==> config.mk <==
export PLATFORM = sky130hd
export DESIGN_NAME = int_sched
export DESIGN_NICKNAME = d
export VERILOG_FILES = /design/src/rtl/int_sched.sv
export SDC_FILE = /design/constraint.sdc
export NUM_CORES = 1
export LEC_CHECK = 0
export CAP_MARGIN = 20
export CORE_MARGIN = 2
export CORE_UTILIZATION = 40
export DETAILED_ROUTE_END_ITERATION = 16
export PLACE_DENSITY = 0.76
export SLEW_MARGIN = 20
export SYNTH_ARGS = -nofsm -noshare
export SYNTH_HDL_FRONTEND = slang
export SYNTH_SLANG_ARGS = --single-unit
export TNS_END_PERCENT = 1
==> constraint.sdc <==
create_clock -name clk -period 1.9 [get_ports clk]
set_clock_uncertainty 0.1 [all_clocks]
set_input_delay 0.38 -clock clk [delete_from_list [all_inputs] [get_ports clk]]
set_output_delay 0.38 -clock clk [all_outputs]
set_load 0.05 [all_outputs]
==> src/rtl/int_sched.sv <==
// int_sched: latches, masks and prioritises six interrupt lines for the CPU and counts accepted interrupts.
// Optional macro INTC_PRIORITY_EN presents only the winning source on HWInt.
module int_sched #(
  parameter int               NSRC       = 6,
  parameter logic [NSRC-1:0]  RESET_MASK = 6'h3F,
  parameter logic [NSRC-1:0]  RESET_EDGE = 6'h00
) (
  input  logic            clk,
  input  logic            reset,
  input  logic [NSRC-1:0] irq_src,
  input  logic            Intrespon,
  input  logic [1:0]      Addr,
  input  logic            WE,
  input  logic [31:0]     Din,
  output logic [31:0]     Dout,
  output logic [NSRC-1:0] HWInt
);

  logic [NSRC-1:0] r_pend;
  logic [NSRC-1:0] r_mask;
  logic [NSRC-1:0] r_edge;
  logic [NSRC-1:0] r_src_q;
  logic [15:0]     r_ackcnt;

  logic [NSRC-1:0] w_act;
  logic            w_valid;
  logic [2:0]      w_id;
  logic [NSRC-1:0] w_id_onehot;
  logic [NSRC-1:0] w_rise;
  logic [NSRC-1:0] w_clr;
  logic [NSRC-1:0] w_pend_nxt;
  logic            w_ack;
  logic            w_wr_pend;
  logic            w_wr_mask;
  logic            w_wr_edge;
  logic            w_wr_stat;
  logic            w_din_unused;

  assign w_act     = r_pend & r_mask;
  assign w_rise    = irq_src & ~r_src_q;
  assign w_ack     = Intrespon & w_valid;
  assign w_wr_pend = WE && (Addr == 2'd0);
  assign w_wr_mask = WE && (Addr == 2'd1);
  assign w_wr_edge = WE && (Addr == 2'd2);
  assign w_wr_stat = WE && (Addr == 2'd3);
  assign w_din_unused = ^Din[31:NSRC];

  // Lowest set index of the enabled pending vector wins.
  always_comb begin
    w_valid = |w_act;
    w_id    = 3'd0;
    for (int i = NSRC - 1; i >= 0; i--) begin
      w_id = w_act[i] ? 3'(i) : w_id;
    end
    w_id_onehot = w_valid ? ({{(NSRC-1){1'b0}}, 1'b1} << w_id) : {NSRC{1'b0}};
  end

  // Edge bits: a new edge beats any clear; level bits simply follow the source.
  assign w_clr      = (w_wr_pend ? Din[NSRC-1:0] : {NSRC{1'b0}})
                    | (w_ack ? w_id_onehot : {NSRC{1'b0}});
  assign w_pend_nxt = (r_edge & (w_rise | (r_pend & ~w_clr))) | (~r_edge & irq_src);

  // State registers.
  always_ff @(posedge clk) begin
    if (reset) begin
      r_pend   <= {NSRC{1'b0}};
      r_mask   <= RESET_MASK;
      r_edge   <= RESET_EDGE;
      r_src_q  <= {NSRC{1'b0}};
      r_ackcnt <= 16'h0000;
    end else begin
      r_pend  <= w_pend_nxt;
      r_src_q <= irq_src;
      if (w_wr_mask) begin
        r_mask <= Din[NSRC-1:0];
      end
      if (w_wr_edge) begin
        r_edge <= Din[NSRC-1:0];
      end
      if (w_wr_stat) begin
        r_ackcnt <= 16'h0000;
      end else if (w_ack && (r_ackcnt != 16'hFFFF)) begin
        r_ackcnt <= r_ackcnt + 16'd1;
      end
    end
  end

  // Register read mux.
  always_comb begin
    Dout = 32'h0000_0000;
    case (Addr)
      2'd0:    Dout = {{(32-NSRC){1'b0}}, r_pend};
      2'd1:    Dout = {{(32-NSRC){1'b0}}, r_mask};
      2'd2:    Dout = {{(32-NSRC){1'b0}}, r_edge};
      2'd3:    Dout = {r_ackcnt, 12'h000, w_valid, w_id};
      default: Dout = 32'h0000_0000;
    endcase
  end

`ifdef INTC_PRIORITY_EN
  assign HWInt = w_id_onehot;
`else
  assign HWInt = w_act;
`endif

endmodule

==> results.txt, run 1 <==
metal1 wirelength: 2770 um
residual DRC count: 0
post-placement setup slack: -0.324 ns
Adder-Cell Fraction of Synth Area: 0.00551
element type at the critical path end: primary output
count of filler cells inserted in the layout: 423
required arrival time at the worst endpoint: 1.42 ns
final-report max-slew violation count: 0
area of the core: 5510 um^2
unique cell type count in the Yosys netlist: 44
Reg2Reg Launch Point: r_ackcnt[9]
sort of element at the start of the critical path: flip-flop
# setup viols final: 5
clock net sink count: 40
number of hold buffers added after CTS: 0
total design power: 2.15 mW
RSZ-0062 raised after global routing: true
first-pass GRT wire length: 11600 um
detailed-routed wire length on met3: 441 um
Max Fanout on Critical Path: 2
Clk Tree Root Cell: sky130_fd_sc_hd__clkbuf_8
final worst-path setup slack: -0.455 ns
post-detailed-route count of antenna-violating nets: 0
Setup Crit Path Kind: reg -> out
launching element of the worst setup path: r_pend[3]
post-route fraction of the period consumed by the critical path: 1.24
setup TNS: -1.65 ns
Inserted Diodes: 0
overall global routing resource usage: 0.233
proportion of power drawn by combinational gates: 0.263
vias: 2475
final weighted congestion in routability-driven placement: 0.877
DP HPWL: 5280 um
detailed router's first-iteration violation count: 202
met2 routed WL: 3750 um
switching portion of total power: 0.296
flip-flop and latch count after synthesis: 40
Die ar.: 6300 um^2
non-filler instance count after layout: 434
Max IR drop VDD: 0.293 mV
Worst R2R Setup Slack: -0.02 ns
antenna violations before repair: 0
ratio of cells with drive above 1 in the final layout: 0.406
Post-synth ARST share: 0
number of buffers added on ports: 45
Achievable Freq: 425 MHz
Setup crit end: Dout[3]
switching power total: 0.637 mW
area fraction in and, or, nand and nor cells after synthesis: 0.279
H-tree levels: 2
Syn Area/Cell: 8.67 um^2
nets@finish: 406
Tightest Hold Check Type: reg -> reg
area occupied by multi-input gates: 1410 um^2
number of ports placed on the die boundary: 82
area fraction of the dominant cell type after synthesis: 0.353
main combinational cell family by area after synthesis: simple AND/OR/NAND/NOR gates
worst reg2reg endpoint: r_ackcnt[14]
clk slew on worst S/H paths: 0.08 ns
number of cells on the worst reg-to-reg path: 4
most common library cells after synthesis: sky130_fd_sc_hd__dfxtp_1 (40), sky130_fd_sc_hd__nand2_1 (26), sky130_fd_sc_hd__and3_1 (23), sky130_fd_sc_hd__a21oi_1 (13), sky130_fd_sc_hd__clkbuf_1 (13)
Tmin final: 2.35 ns
total iterations of the first detailed-routing run: 5
Max Buffers Root-to-Sink: 2
highest layer used for signal routing: met4
vertical extent of the die: 79.3 um
setup fix buffers added after clock tree synthesis: 0
part of the power in registers: 0.413
pin count of the biggest net entering global routing: 20
Synthesis Warnings: 0
outcome: finished, violations left
primary flip-flop cell chosen by synthesis mapping: sky130_fd_sc_hd__dfxtp_1
cell count after placement: 426
Vias per Instance: 5.70
share of the synthesized netlist area taken by xor and xnor gates: 0
leftover overflow at the end of global routing: 0
average routed wire per standard cell: 16.2 um
Starting Density: 0.412
Final Hold Vio Count: 0
Worst-Skew Late Latency: 0.30 ns
pwr dens: 594 nW/um^2
max-cap violations: 0
Synth area leader: sky130_fd_sc_hd__dfxtp_1
area taken by flip-flops and latches: 813 um^2
most used standard cell by instance count after synthesis: sky130_fd_sc_hd__dfxtp_1
violations in the final reports: setup timing
Die X: 79.3 um
layout-stage area growth over the synthesis result: 59.6%
count of mapped cells out of synthesis: 262
post-synthesis sequential area ratio: 0.353
share of power burned in the clock network: 0.324
CTS tree: built
standard-cell rows: 27
synthesized-area fraction occupied by ao, oa, aoi and oai cells: 0.208
cell internal power dissipation: 1.51 mW
final routed wirelength across all metal layers: 7040 um
via count of the first global-routing pass: 2414
arrival time reported for the critical path endpoint: 1.87 ns
multiplexer share of the synthesized area: 0.0749
number of enable flip-flop cells after synthesis: 0
synthesized cell area: 2270 um^2
main area contributors after synthesis: sky130_fd_sc_hd__dfxtp_1 (35%), sky130_fd_sc_hd__and3_1 (6.3%), sky130_fd_sc_hd__nand2_1 (4.3%)
Inserted Clock Buffers: 5
static power due to leakage: 1.56 nW
Util after Layout: 0.658
[cell families after synthesis]
group,after synthesis
AOI/OAI and AO/OA,66
DFF,40
and+or+nand+nor,112
muxes,12
adders and majority gates,1
buffers and inverters,30
other,1
[layer usage]
metal | track usage | vias to the layer above
li1 | - | 1182
met3 | 0.0443 | 10
met1 | 0.270 | 1174
met2 | 0.430 | 109
met5 | 0 | -
met4 | 0.0724 | 0
[worst min path at each step]
stage / start / to / slack (ns) / cells after the start
3_3_place_gp: r_src_q[1] / r_pend[1] / 0.36 / 2
6_report: r_src_q[5] / r_pend[5] / 0.38 / 3
4_1_cts: r_src_q[5] / r_pend[5] / 0.39 / 3
2_1_floorplan: r_src_q[3] / r_pend[3] / 0.35 / 3
5_1_grt: r_mask[5] / r_mask[5] / 0.42 / 1
3_5_place_dp: r_src_q[5] / r_pend[5] / 0.37 / 3
[layout make-up]
| type | instances | area share |
|---|---|---|
| multi-input cells | 201 | 0.389 |
| clock inverters | 2 | 0.00967 |
| well taps | 72 | 0.0249 |
| inverters | 3 | 0.00311 |
| repair buffers | 110 | 0.329 |
| clock buffers | 6 | 0.0200 |
| flip-flops and latches | 40 | 0.224 |
[metrics by stage]
step           cell area, um^2  hold WS [ns]
2_1_floorplan             2330         0.346
3_3_place_gp              3440         0.355
3_5_place_dp              3440         0.366
4_1_cts                   3610         0.387
5_1_grt                   3620         0.418
6_report                  3620         0.383
[critical path: stages, from the launching register on]
cell and delay (ns):
sky130_fd_sc_hd__dfxtp_1 0.32, sky130_fd_sc_hd__a22o_1 0.24, sky130_fd_sc_hd__or3_1 0.37, sky130_fd_sc_hd__mux4_2 0.49
sky130_fd_sc_hd__buf_6 0.17
[state kept, by name (all words and copies together) (netlist names)]
name,cells
r_edge,6
r_ackcnt,16
r_mask,6
r_src_q,6
r_pend,6
[power by group through the flow]
| stage | Combinational [mW] | Clock [mW] | Sequential (mW) |
|---|---|---|---|
| 6_report | 0.566 | 0.698 | 0.888 |
| 5_1_grt | 0.598 | 0.732 | 0.891 |
| 4_1_cts | 0.564 | 0.701 | 0.886 |
| 3_5_place_dp | 0.545 | 0 | 0.904 |
| 3_3_place_gp | 0.529 | 0 | 0.902 |
| 2_1_floorplan | 0.302 | 0 | 0.905 |
[cells in the final DEF, fill, tap and decap left out, drive strengths merged, types with 3 or more instances in the layout]
cell and count:
nor2b 7, o21ai 6, clkbuf 7, dfxtp 40, nand4 8, nor2 12, or3 3, a211o 8
and3 25, nand2 26, nor3 3, and4 5, nand3 6, a21oi 13, a22o 6, clkdlybuf4s50 15
conb 10, and2 4, o31ai 9, a31oi 4, mux4 4, buf 93, a211oi 5, mux2i 8
or4 8, a31o 4, inv 3
[what timing repair did]
| action | 4_1_cts | 5_1_grt |
|---|---|---|
| pin swaps | 4 | 7 |
| setup endpoints to repair | 36 | 20 |
| resized for setup | 22 | 10 |
Note: power is estimated with default switching activity, not from simulation.
==> inputs of run 2 (changes only) <==
==> constraint.sdc (replaced) <==
create_clock -name clk -period 1.9 [get_ports clk]
set_clock_uncertainty 0.1 [all_clocks]
set_input_delay 0.38 -clock clk [delete_from_list [all_inputs] [get_ports clk]]
set_output_delay 0.38 -clock clk [all_outputs]
set_load 0.02 [all_outputs]
==> results.txt, run 2 (synthesis gave the netlist of run 1 again) <==
post-route fraction of the period consumed by the critical path: 1.23
Achievable Freq: 428 MHz
cells along the critical path: a22o_1, or3_1, mux4_2, buf_6
Worst Hold Endpoint: r_pend[1]
Clk Tree Root Cell: sky130_fd_sc_hd__clkbuf_8
count of cell instances traversed by the critical path: 4
Worst-Skew Late Latency: 0.29 ns
nets@finish: 406
Util after Layout: 0.603
pin count of the biggest net entering global routing: 20
area occupied by multi-input gates: 1410 um^2
area taken by flip-flops and latches: 816 um^2
Max Buffers Root-to-Sink: 2
layout-stage area growth over the synthesis result: 46.2%
number of cells traversed by the worst hold path: 2
first-pass GRT wire length: 11000 um
worst reg2reg endpoint: r_ackcnt[14]
count of filler cells inserted in the layout: 461
pwr dens: 603 nW/um^2
clock net sink count: 40
sort of element at the start of the critical path: flip-flop
# setup viols final: 4
Tmin final: 2.33 ns
most frequent standard cell in the layout excluding fill and tap cells: sky130_fd_sc_hd__buf_4
max-cap violations: 0
total iterations of the first detailed-routing run: 4
count of buffer and inverter cells on the critical path: 1
most frequent cells in the layout: sky130_fd_sc_hd__buf_4 (65), sky130_fd_sc_hd__dfxtp_1 (28), sky130_fd_sc_hd__nand2_1 (26), sky130_fd_sc_hd__and3_1 (23), sky130_fd_sc_hd__clkdlybuf4s50_1 (15)
vertical extent of the die: 79.3 um
RSZ-0062 raised after global routing: true
CTS tree: built
ratio of cells with drive above 1 in the final layout: 0.354
number of hold buffers added after CTS: 0
arrival time reported for the critical path endpoint: 1.85 ns
antenna violations before repair: 0
area of the core: 5510 um^2
setup fix buffers added after clock tree synthesis: 0
number of flip-flops under the largest register name: 16
leftover overflow at the end of global routing: 0
Inserted Clock Buffers: 5
family with the most delay on the worst path: multiplexers
vias: 2452
launching element of the worst setup path: r_mask[1]
residual DRC count: 0
Most flops, register: r_ackcnt
final weighted congestion in routability-driven placement: 0.896
number of ports placed on the die boundary: 82
detailed router's first-iteration violation count: 154
Reg2Reg Launch Point: r_ackcnt[9]
Max IR drop VDD: 0.248 mV
number of buffers added on ports: 45
number of cells on the worst reg-to-reg path: 4
final-report max-slew violation count: 0
Final Hold Vio Count: 0
outcome: finished, violations left
Inserted Diodes: 0
Worst R2R Setup Slack: 0.02 ns
via count of the first global-routing pass: 2341
critical path's largest stage delay: 0.48 ns
standard-cell rows: 27
Worst path slowest cell: sky130_fd_sc_hd__mux4_2
final worst-path setup slack: -0.435 ns
H-tree levels: 2
DP HPWL: 5030 um
Starting Density: 0.412
Setup Crit Path Kind: reg -> out
clk slew on worst S/H paths: 0.08 ns
post-detailed-route count of antenna-violating nets: 0
average routed wire per standard cell: 15.3 um
violations in the final reports: setup timing
Die ar.: 6300 um^2
Max Fanout on Critical Path: 4
setup TNS: -1.47 ns
required arrival time at the worst endpoint: 1.42 ns
element type at the critical path end: primary output
Vias per Instance: 5.65
static power due to leakage: 1.49 nW
beginning of the worst hold path: r_src_q[1]
final routed wirelength across all metal layers: 6650 um
Die X: 79.3 um
overall global routing resource usage: 0.219
Tightest Hold Check Type: reg -> reg
## run 2: changes by cell type in the layout (fill, tap and decap cells not counted), moves of 6 or more
cell,before,now
sky130_fd_sc_hd__and3_1,15,23
sky130_fd_sc_hd__and3_2,10,2
sky130_fd_sc_hd__buf_12,25,1
sky130_fd_sc_hd__clkbuf_2,1,8
sky130_fd_sc_hd__clkdlybuf4s15_1,0,6
## run 2: area by class of cell
class / instances / area share
Timing Repair Buffer: 110 / 0.268
Tap cell: 72 / 0.0271
Sequential cell: 40 / 0.246
Clock buffer: 6 / 0.0219
Multi-Input combinational cell: 201 / 0.423
Inverter: 3 / 0.00339
Clock inverter: 2 / 0.0106
## run 2: what timing repair did
action                                  in CTS  in global routing
pin swaps                                    1                  3
endpoints found under the setup margin      34                 35
hold endpoints to repair                     0                  0
resized for setup                           69                 33
## run 2: worst register-to-register path: stages, from the launching register on
cell	delay [ns]
sky130_fd_sc_hd__dfxtp_1	0.37
sky130_fd_sc_hd__nand4_1	0.15
sky130_fd_sc_hd__or4_4	0.54
sky130_fd_sc_hd__or4_1	0.51
sky130_fd_sc_hd__a21oi_1	0.15
## run 2: power breakdown
part | switching, mW | internal [mW]
Clock | 0.295 | 0.390
Sequential | 0.0212 | 0.869
Combinational | 0.217 | 0.211
## run 2: how the worst max path moves through the flow
stage | endpoint | slack (ns)
floorplan | Dout[3] | -0.04
global placement | Dout[1] | -0.67
detailed placement | Dout[1] | -0.71
CTS | Dout[3] | -0.45
global route | Dout[3] | -0.49
finish | Dout[3] | -0.43
## run 2: per-layer routing
metal	vias up	global-route usage	routed length (um)
met5	-	0	0
met4	0	0.0776	112
met1	1176	0.268	2850
li1	1170	-	-
met2	93	0.382	3290
met3	13	0.0432	387
## run 2: metrics by stage
step	setup slack, ns	hold slack, ns	power, mW	std cells	instance area [um^2]
global route	-0.486	0.394	2.10	434	3320
floorplan	-0.0381	0.346	1.13	271	2320
finish	-0.435	0.379	2.00	434	3320
CTS	-0.446	0.384	2.02	434	3300
global placement	-0.670	0.354	1.32	426	3200
detailed placement	-0.711	0.367	1.33	426	3200
